**config.mk**
```make
export PLATFORM = sky130hd
export DESIGN_NAME = inst_fetch_queue
export DESIGN_NICKNAME = d
export VERILOG_FILES = /design/src/rtl/inst_fetch_queue.sv
export SDC_FILE = /design/constraint.sdc
export NUM_CORES = 1
export LEC_CHECK = 0
export BUFFER_PORTS_ARGS = -buffer_cell sky130_fd_sc_hd__buf_2
export CAP_MARGIN = 15
export CELL_PAD_IN_SITES_DETAIL_PLACEMENT = 0
export CELL_PAD_IN_SITES_GLOBAL_PLACEMENT = 2
export CORE_UTILIZATION = 45
export CTS_BUF_LIST = sky130_fd_sc_hd__clkbuf_16
export CTS_CLUSTER_DIAMETER = 60
export CTS_CLUSTER_SIZE = 28
export DETAILED_ROUTE_END_ITERATION = 8
export GPL_ROUTABILITY_DRIVEN = 0
export PLACE_DENSITY_LB_ADDON = 0.1
export SETUP_SLACK_MARGIN = 0.05
export SLEW_MARGIN = 20
export SYNTH_ARGS = -nofsm -noshare
export SYNTH_HDL_FRONTEND = slang
export SYNTH_SLANG_ARGS = --single-unit
```
**constraint.sdc**
```tcl
create_clock -name clk -period 12.2 [get_ports clk]
set_clock_uncertainty 0.1 [all_clocks]
set_input_delay 2.44 -clock clk [delete_from_list [all_inputs] [get_ports clk]]
set_output_delay 2.44 -clock clk [all_outputs]
set_load 0.005 [all_outputs]
```
**src/rtl/inst_fetch_queue.sv**
```systemverilog
// +--------------------------------------------------------------------------+
// | inst_fetch_queue : icache-to-decode decoupling FIFO, dual-issue output,  |
// |                    fetch throttling and stale-response discard on flush. |
// | Revision 1.0                                                             |
// +--------------------------------------------------------------------------+
`default_nettype none

module inst_fetch_queue #(
   parameter int DEPTH   = 8,
   parameter int PTR_W   = 3,
   parameter int MAX_OUT = 2
) (
   input  logic        clk,
   input  logic        resetn,
   input  logic        flush,
   input  logic        req_fire,
   output logic        fetch_allow,
   input  logic        in_valid,
   input  logic [31:0] in_pc,
   input  logic [31:0] in_inst0,
   input  logic [31:0] in_inst1,
   input  logic        in_inst1_ok,
   output logic        out0_valid,
   output logic [31:0] out0_pc,
   output logic [31:0] out0_inst,
   output logic        out1_valid,
   output logic [31:0] out1_pc,
   output logic [31:0] out1_inst,
   input  logic [1:0]  pop_cnt,
   output logic        overflow
);

   localparam int c_CNT_W  = PTR_W + 1;
   localparam int c_OUT_W  = $clog2(MAX_OUT + 2);
   localparam int c_DROP_W = 4;
   localparam int c_AW     = c_CNT_W + c_OUT_W + 2;

   logic [31:0]         r_pc_mem   [DEPTH];
   logic [31:0]         r_inst_mem [DEPTH];
   logic [PTR_W-1:0]    r_head;
   logic [PTR_W-1:0]    r_tail;
   logic [c_CNT_W-1:0]  r_count;
   logic [c_OUT_W-1:0]  r_outstanding;
   logic [c_DROP_W-1:0] r_drop_cnt;
   logic                r_overflow;

   logic [PTR_W-1:0]    w_head1;
   logic [PTR_W-1:0]    w_tail1;
   logic [c_CNT_W-1:0]  w_pop_req;
   logic [c_CNT_W-1:0]  w_eff_pop;
   logic [c_CNT_W-1:0]  w_free;
   logic [c_CNT_W-1:0]  w_n;
   logic [c_CNT_W-1:0]  w_n_wr;
   logic [c_CNT_W-1:0]  w_count_next;
   logic                w_push;
   logic                w_wr0;
   logic                w_wr1;
   logic                w_ovf;
   logic                w_live_ack;
   logic [c_OUT_W-1:0]  w_out_inc;
   logic [c_OUT_W-1:0]  w_out_dec;
   logic [c_OUT_W-1:0]  w_out_next;
   logic [c_DROP_W-1:0] w_drop_sum;
   logic [c_DROP_W-1:0] w_drop_flush;
   logic [c_AW-1:0]     w_space;
   logic [c_AW-1:0]     w_need;

   always_comb begin
      w_head1   = r_head + PTR_W'(1);
      w_tail1   = r_tail + PTR_W'(1);
      w_pop_req = (pop_cnt == 2'd3) ? c_CNT_W'(2) : c_CNT_W'(pop_cnt);
      w_eff_pop = (w_pop_req > r_count) ? r_count : w_pop_req;
      // Free space is judged before this cycle's pop.
      w_free    = c_CNT_W'(DEPTH) - r_count;
      w_push    = in_valid & (r_drop_cnt == '0) & ~flush;
      w_n       = in_inst1_ok ? c_CNT_W'(2) : c_CNT_W'(1);
      w_wr0     = w_push & (w_free >= c_CNT_W'(1));
      w_wr1     = w_push & in_inst1_ok & (w_free >= c_CNT_W'(2));
      w_n_wr    = c_CNT_W'(w_wr0) + c_CNT_W'(w_wr1);
      w_ovf     = w_push & (w_n > w_free);
      w_count_next = flush ? '0 : (r_count + w_n_wr - w_eff_pop);

      // Beats arriving while stale responses remain belong to the stale set.
      w_live_ack = in_valid & (r_drop_cnt == '0);
      w_out_inc  = r_outstanding + c_OUT_W'(req_fire);
      w_out_dec  = (w_live_ack && (w_out_inc != '0)) ? (w_out_inc - c_OUT_W'(1)) : w_out_inc;
      if (flush) begin
         w_out_next = '0;
      end else if (w_out_dec > c_OUT_W'(MAX_OUT)) begin
         w_out_next = c_OUT_W'(MAX_OUT);
      end else begin
         w_out_next = w_out_dec;
      end

      w_drop_sum   = r_drop_cnt + c_DROP_W'(r_outstanding) + c_DROP_W'(req_fire);
      w_drop_flush = (in_valid && (w_drop_sum != '0)) ? (w_drop_sum - c_DROP_W'(1)) : w_drop_sum;

      // Reserve two slots for each in-flight request plus the next one.
      w_space     = c_AW'(DEPTH) - c_AW'(w_count_next);
      w_need      = (c_AW'(w_out_next) + c_AW'(1)) << 1;
      fetch_allow = (w_out_inc < c_OUT_W'(MAX_OUT)) && (w_space >= w_need);
   end

   always_ff @(posedge clk) begin
      if (!resetn) begin
         r_head        <= '0;
         r_tail        <= '0;
         r_count       <= '0;
         r_outstanding <= '0;
         r_drop_cnt    <= '0;
         r_overflow    <= 1'b0;
      end else begin
         if (flush) begin
            r_head        <= r_tail;
            r_count       <= '0;
            r_outstanding <= '0;
            r_drop_cnt    <= w_drop_flush;
         end else begin
            r_head        <= r_head + w_eff_pop[PTR_W-1:0];
            r_tail        <= r_tail + w_n_wr[PTR_W-1:0];
            r_count       <= w_count_next;
            r_outstanding <= w_out_next;
            if (in_valid && (r_drop_cnt != '0)) begin
               r_drop_cnt <= r_drop_cnt - c_DROP_W'(1);
            end
         end
         if (w_ovf) begin
            r_overflow <= 1'b1;
         end
      end
   end

   always_ff @(posedge clk) begin
      if (w_wr0) begin
         r_pc_mem[r_tail]   <= in_pc;
         r_inst_mem[r_tail] <= in_inst0;
      end
      if (w_wr1) begin
         r_pc_mem[w_tail1]   <= in_pc + 32'd4;
         r_inst_mem[w_tail1] <= in_inst1;
      end
   end

   assign out0_valid = (r_count != '0);
   assign out1_valid = (r_count >= c_CNT_W'(2));
   assign out0_pc    = r_pc_mem[r_head];
   assign out0_inst  = r_inst_mem[r_head];
   assign out1_pc    = r_pc_mem[w_head1];
   assign out1_inst  = r_inst_mem[w_head1];
   assign overflow   = r_overflow;

endmodule

`default_nettype wire

```
; After elaboration in Yosys (flattened, before gate mapping)
; Memory sizes are Yosys's and may differ from the RTL's. A register that Yosys moved wholly into a read port is not among the register bits.
; Cells that the tools add are included.
[word_totals]
ff_bits = 17
mem_bits_rw = 512
in_bits = 104
out_inout_bits = 132
elab_cells = 70
memories = 2
[op_classes]
addsub = 17
n_lt_le_gt_ge = 8
n_eq_ne = 1
mux = 17
bitwise_logic = 8
n_reduce_logical = 11
[memory_table]
columns = memory, depth, word_bits, read_ports, rd_clocked_by_memory_dff, write_ports, line_no
row1 = r_inst_mem, 8, 32, 2, 1, 2, 39  ; logic [31:0] r_inst_mem [DEPTH];
row2 = r_pc_mem, 8, 32, 2, 1, 2, 38  ; logic [31:0] r_pc_mem [DEPTH];
[ops]
columns = op, n
row1 = $add A32 B3 Y32 const B, 1
row2 = $mux W4, 5
row3 = $reduce_bool A4 Y1, 3
row4 = $mux W2, 5
row5 = $mux W3, 3
row6 = $add A4 B2 Y4, 2
row7 = $ge A4 B2 Y1 const B, 2
row8 = $ge A8 B4 Y1, 1
row9 = $gt A2 B4 Y1, 2
row10 = $sub A4 B1 Y4 const B, 2
row11 = $add A3 B1 Y3 const B, 2
row12 = $and A1 B1 Y1, 6
row13 = $sub A4 B4 Y5 const A, 1
row14 = $add A4 B1 Y4, 1
row15 = $ge A4 B1 Y1 const B, 1
row16 = $logic_and A1 B1 Y1, 4
row17 = $logic_not A4 Y1, 1
row18 = $mux W1, 4
row19 = $reduce_bool A2 Y1, 2
row20 = $sub A4 B4 Y4, 1
row21 = $sub A4 B4 Y4 const A, 1
row22 = $add A2 B1 Y3 const B, 1
row23 = $add A3 B2 Y3, 1
row24 = $add A3 B3 Y3, 1
row25 = other kinds (8), 9

; Longest topological paths before layout
[depth]
word_depth = 12
ltp_mapped = 22
mapped_depth_nobuf = 21

; Worst setup path before layout
; OpenSTA, ideal clock, no wires.
[synth_timing]
path_type = input -> register
from = input in_valid
to = memory r_inst_mem[0][0], enable pin
setup_ps = 584
arrival_ps = 7881
path_slack_ps = 3635
cell_stages = 4
path_buffers = 1
path_cell_list = clkbuf_1 and3b_1 nand3_1 o32ai_1
[synth_rtl]
columns = element, line_no
row1 = "start, declared", 18  ; input logic in_valid,
row2 = "end, declared", 39

; Worst setup path after layout
[layout_timing]
from = input pop_cnt[1]
to = output fetch_allow
[layout_between]
elab_chain_cells = 9
[layout_lines]
columns = element, line_no
row1 = "start, declared", 29  ; input logic [1:0] pop_cnt,
row2 = $eq A2 B2 Y1, 71  ; w_pop_req = (pop_cnt == 2'd3) ? c_CNT_W'(2) : c_CNT_W'(pop_cnt);
row3 = $mux W2 (*), 71
row4 = $gt A2 B4 Y1, 72  ; w_eff_pop = (w_pop_req > r_count) ? r_count : w_pop_req;
row5 = $mux W4 (*), 72
row6 = $sub A4 B4 Y4 (*), 81  ; w_count_next = flush ? '0 : (r_count + w_n_wr - w_eff_pop);
row7 = $mux W4 (*), 81
row8 = $sub A4 B4 Y5 (*), 99  ; w_space = c_AW'(DEPTH) - c_AW'(w_count_next);
row9 = $ge A8 B4 Y1 (*), 101  ; fetch_allow = (w_out_inc < c_OUT_W'(MAX_OUT)) && (w_space >= w_need);
row10 = $logic_and A1 B1 Y1 (*), 101
row11 = "end, declared", 17  ; output logic fetch_allow,
; Every way passes the cells marked *; elsewhere a longest branch is shown, timed or not.

==> impl_results.md <==
* Outcome: finished, final reports clean
* Max Fclk at 112 MHz
* Post-synthesis cell count at ~2,700
* Final min period at 8920 ps
* Class of the worst hold path: reg2reg
* Distinct cells, synth at 63
* Clock latency on the worst-skew pair at between 600 and 700 ps
* Row count at 97
* Slew @ Worst Pin at roughly 1200 ps
* Vias per inst at between 5 and 6
* Power Density at about 160 mW/mm2
* Max-slew violations at 0
* Initial Util at 0.457
* CP required at 9660 ps
* Final wirelength at about 100 mm
* Postcts setup bufs at 0
* Commonest non-fill, non-tap cell in the layout: nand2_1
* Die Span Y at 269 um
* CP Launch Type: primary input
* WS Path Type: in2out
* Reg-to-reg slack, setup at ~7900 ps
* DRC errors left at 0
* Post-cts sizing count at 0
* Share of the synthesized area in the top cell type at 0.478
* Share of layout cells above drive strength 1 at 0.281
* CTS tree: built
* Drt wl/cell at around 27 um
* Hpwl dp at around 57 mm
* Global-route wire length before repair at about 150 mm
* GRT overflow at 0
* Total global routing track utilization at 0.278
* Nets at between 2,000 and 3,000
* Syn_area_per_cell at approximately 12 um2
* Max Cap Violations at 0
* Via count at 22,100
* Leak Pwr at around 13 nW
* Crit path capture: fetch_allow
* Post-route setup TNS at 0 ps
* Die area at slightly above 0.07 mm2
* Worst r2r dst: r_pc_mem[0][7]
* Commonest cells after routing, fill and taps aside: 887 x nand2_1, 512 x edfxtp_1, 256 x mux4_2, 235 x buf_2, 174 x nor2_1
* Ys flop type: edfxtp_1
* Final period utilization at 0.731
* Die width at between 200 and 300 um
* Yosys reg bits at 529
* Post-synth EDFFs at approximately 510
* Vias in the first global route at 22,400
* Reg2Reg Depth at 8
* FFs w/ async S/R, synth at 0
* FILL cells at ~6,200
* Crit path from: pop_cnt[1]
* Port Buf Inserts at approximately 240
* Cts hold-fix bufs at 0
* Slew margin rel. at 0.212
* Area growth, synth to finish at 10.7%
* RSZ-0062 raised after global routing: false
* Initial antenna violation count at 11
* Critical path capture point type: output pin
* RR Startpoint: r_count[0]
* Cell area after synthesis at between 0.03 and 0.04 mm2
* CTS root buf: clkbuf_16
* Ranking of synthesized cells by area: edfxtp_1 48%, mux4_2 18%, nand2_1 10%
* Cell taking the most area after synthesis: edfxtp_1
* Syn Nets at roughly 2,800
* Power after layout at 0.00568 W
* Clock Sinks at between 500 and 600
* H-tree Lvls at 2
* Pin count of the biggest net entering global routing at approximately 130
* Worst-path fanout max at 4
* Initial DRC Count at a little over 2,000
* First-pass DRT Iterations at 5
* CP arrival at 6380 ps
* Sequential cell area at between 0.015 and 0.02 mm2
* Core Area at between 0.07 and 0.08 mm2
* Peak VDD IR at ~0.13 mV
* I/O Pins at between 200 and 250
* Sequential fraction of the synthesis area at 0.489
* Clk slew on worst S/H paths at 60 ps
* Synth warn at 0
* Final Hold Vio Count at 0
* Final setup violation count at 0
* Post-DRT Antenna Nets at 0
* Cts bufs inserted at approximately 50
* Multi-input gate area at between 0.015 and 0.02 mm2
* Clock Tree Buf Depth at 3
-- metal layers --
layer	track usage	vias to the layer above	wire [um]
met5	0	-	89
met4	0.0770	14	2660
met3	0.0362	181	5950
met2	0.481	825	50700
met1	0.367	11300	41700
li1	-	9744	-
-- final cells by class --
cell class / count / area share
antenna: 4 / 0.000281
clock buffer: 49 / 0.0345
clock inverter: 38 / 0.0130
inverter: 30 / 0.00317
multi-input combinational: 1897 / 0.431
sequential: 529 / 0.442
tap: 940 / 0.0331
timing repair buffer: 279 / 0.0427
-- Yosys cell counts, drive strengths merged (2+ instances only) --
cell    instances
nand4          14
fa              6
nor4            6
a211oi          2
xor2          141
a311o           2
edfxtp        512
clkbuf         80
nand3          16
mux2          130
ha             31
nor3b           2
nand2         887
inv            29
o31a            2
o21ai          26
o22ai           2
and4            4
a311oi          3
nor3            7
dfxtp          17
mux4          256
buf           172
or3             3
o21a            2
or4             2
nor2b           2
nand3b          3
xnor2         107
nor2          174
a21oi          23
nand2b         13
or2             4
o211ai          2
nand4b          2
and3            8
and2            2
nor4bb          2
-- how the worst min path moves through the flow --
stage / slack [ps] / end / cells past startpoint / start
final: 390 / overflow / 2 / overflow
after global routing: 400 / overflow / 2 / overflow
after CTS: 400 / overflow / 2 / overflow
after detailed placement: 380 / overflow / 2 / overflow
after global placement: 360 / overflow / 2 / overflow
after floorplan: 370 / overflow / 2 / overflow
-- critical path: stages --
cell      delay (ps)
buf_2            110
nand2b_1         150
ha_1             270
nand2_1           90
o211ai_1         170
o21ai_0          350
inv_1            110
fa_1             530
inv_1             70
fa_1             520
or2_2            300
ha_1             210
xnor2_1          130
ha_1             280
a21boi_0         120
o21a_1           170
o31a_1           230
buf_2            120
-- power breakdown --
group | internal (W) | switching (W)
clock | 0.000873 | 0.000783
combinational | 0.000898 | 0.000972
sequential | 0.00208 | 0.0000710
-- through the flow --
stage	util	cells	hold WS (ps)	area, um2	worst slack, ps
CTS	0.505	3762	397	35600	3260
global route	0.505	3766	405	35600	2930
finish	0.505	3766	393	35600	3280
detailed placement	0.481	3675	381	33900	3270
global placement	0.481	3675	357	33900	3320
floorplan	-	2708	365	32100	3630
-- sequential cells by signal (all words and copies together), names as in the netlist --
name / count
r_inst_mem: 256
r_outstanding: 2
overflow: 1
r_tail: 3
r_head: 3
r_count: 4
r_pc_mem: 256
r_drop_cnt: 4
-- logic make-up (layout without fill, tap and decap cells) --
logic type / count (synthesis) / count (layout) / share of synthesized area
simple gates: 1152 / 1152 / 0.143
other cells: 0 / 4 / 0
xor+xnor: 248 / 248 / 0.0678
flops: 529 / 529 / 0.489
buf+inv: 282 / 396 / 0.0398
compound gates: 73 / 73 / 0.0193
mux: 387 / 387 / 0.225
fa+ha+maj: 37 / 37 / 0.0158
(Power assumes the default switching activity.)
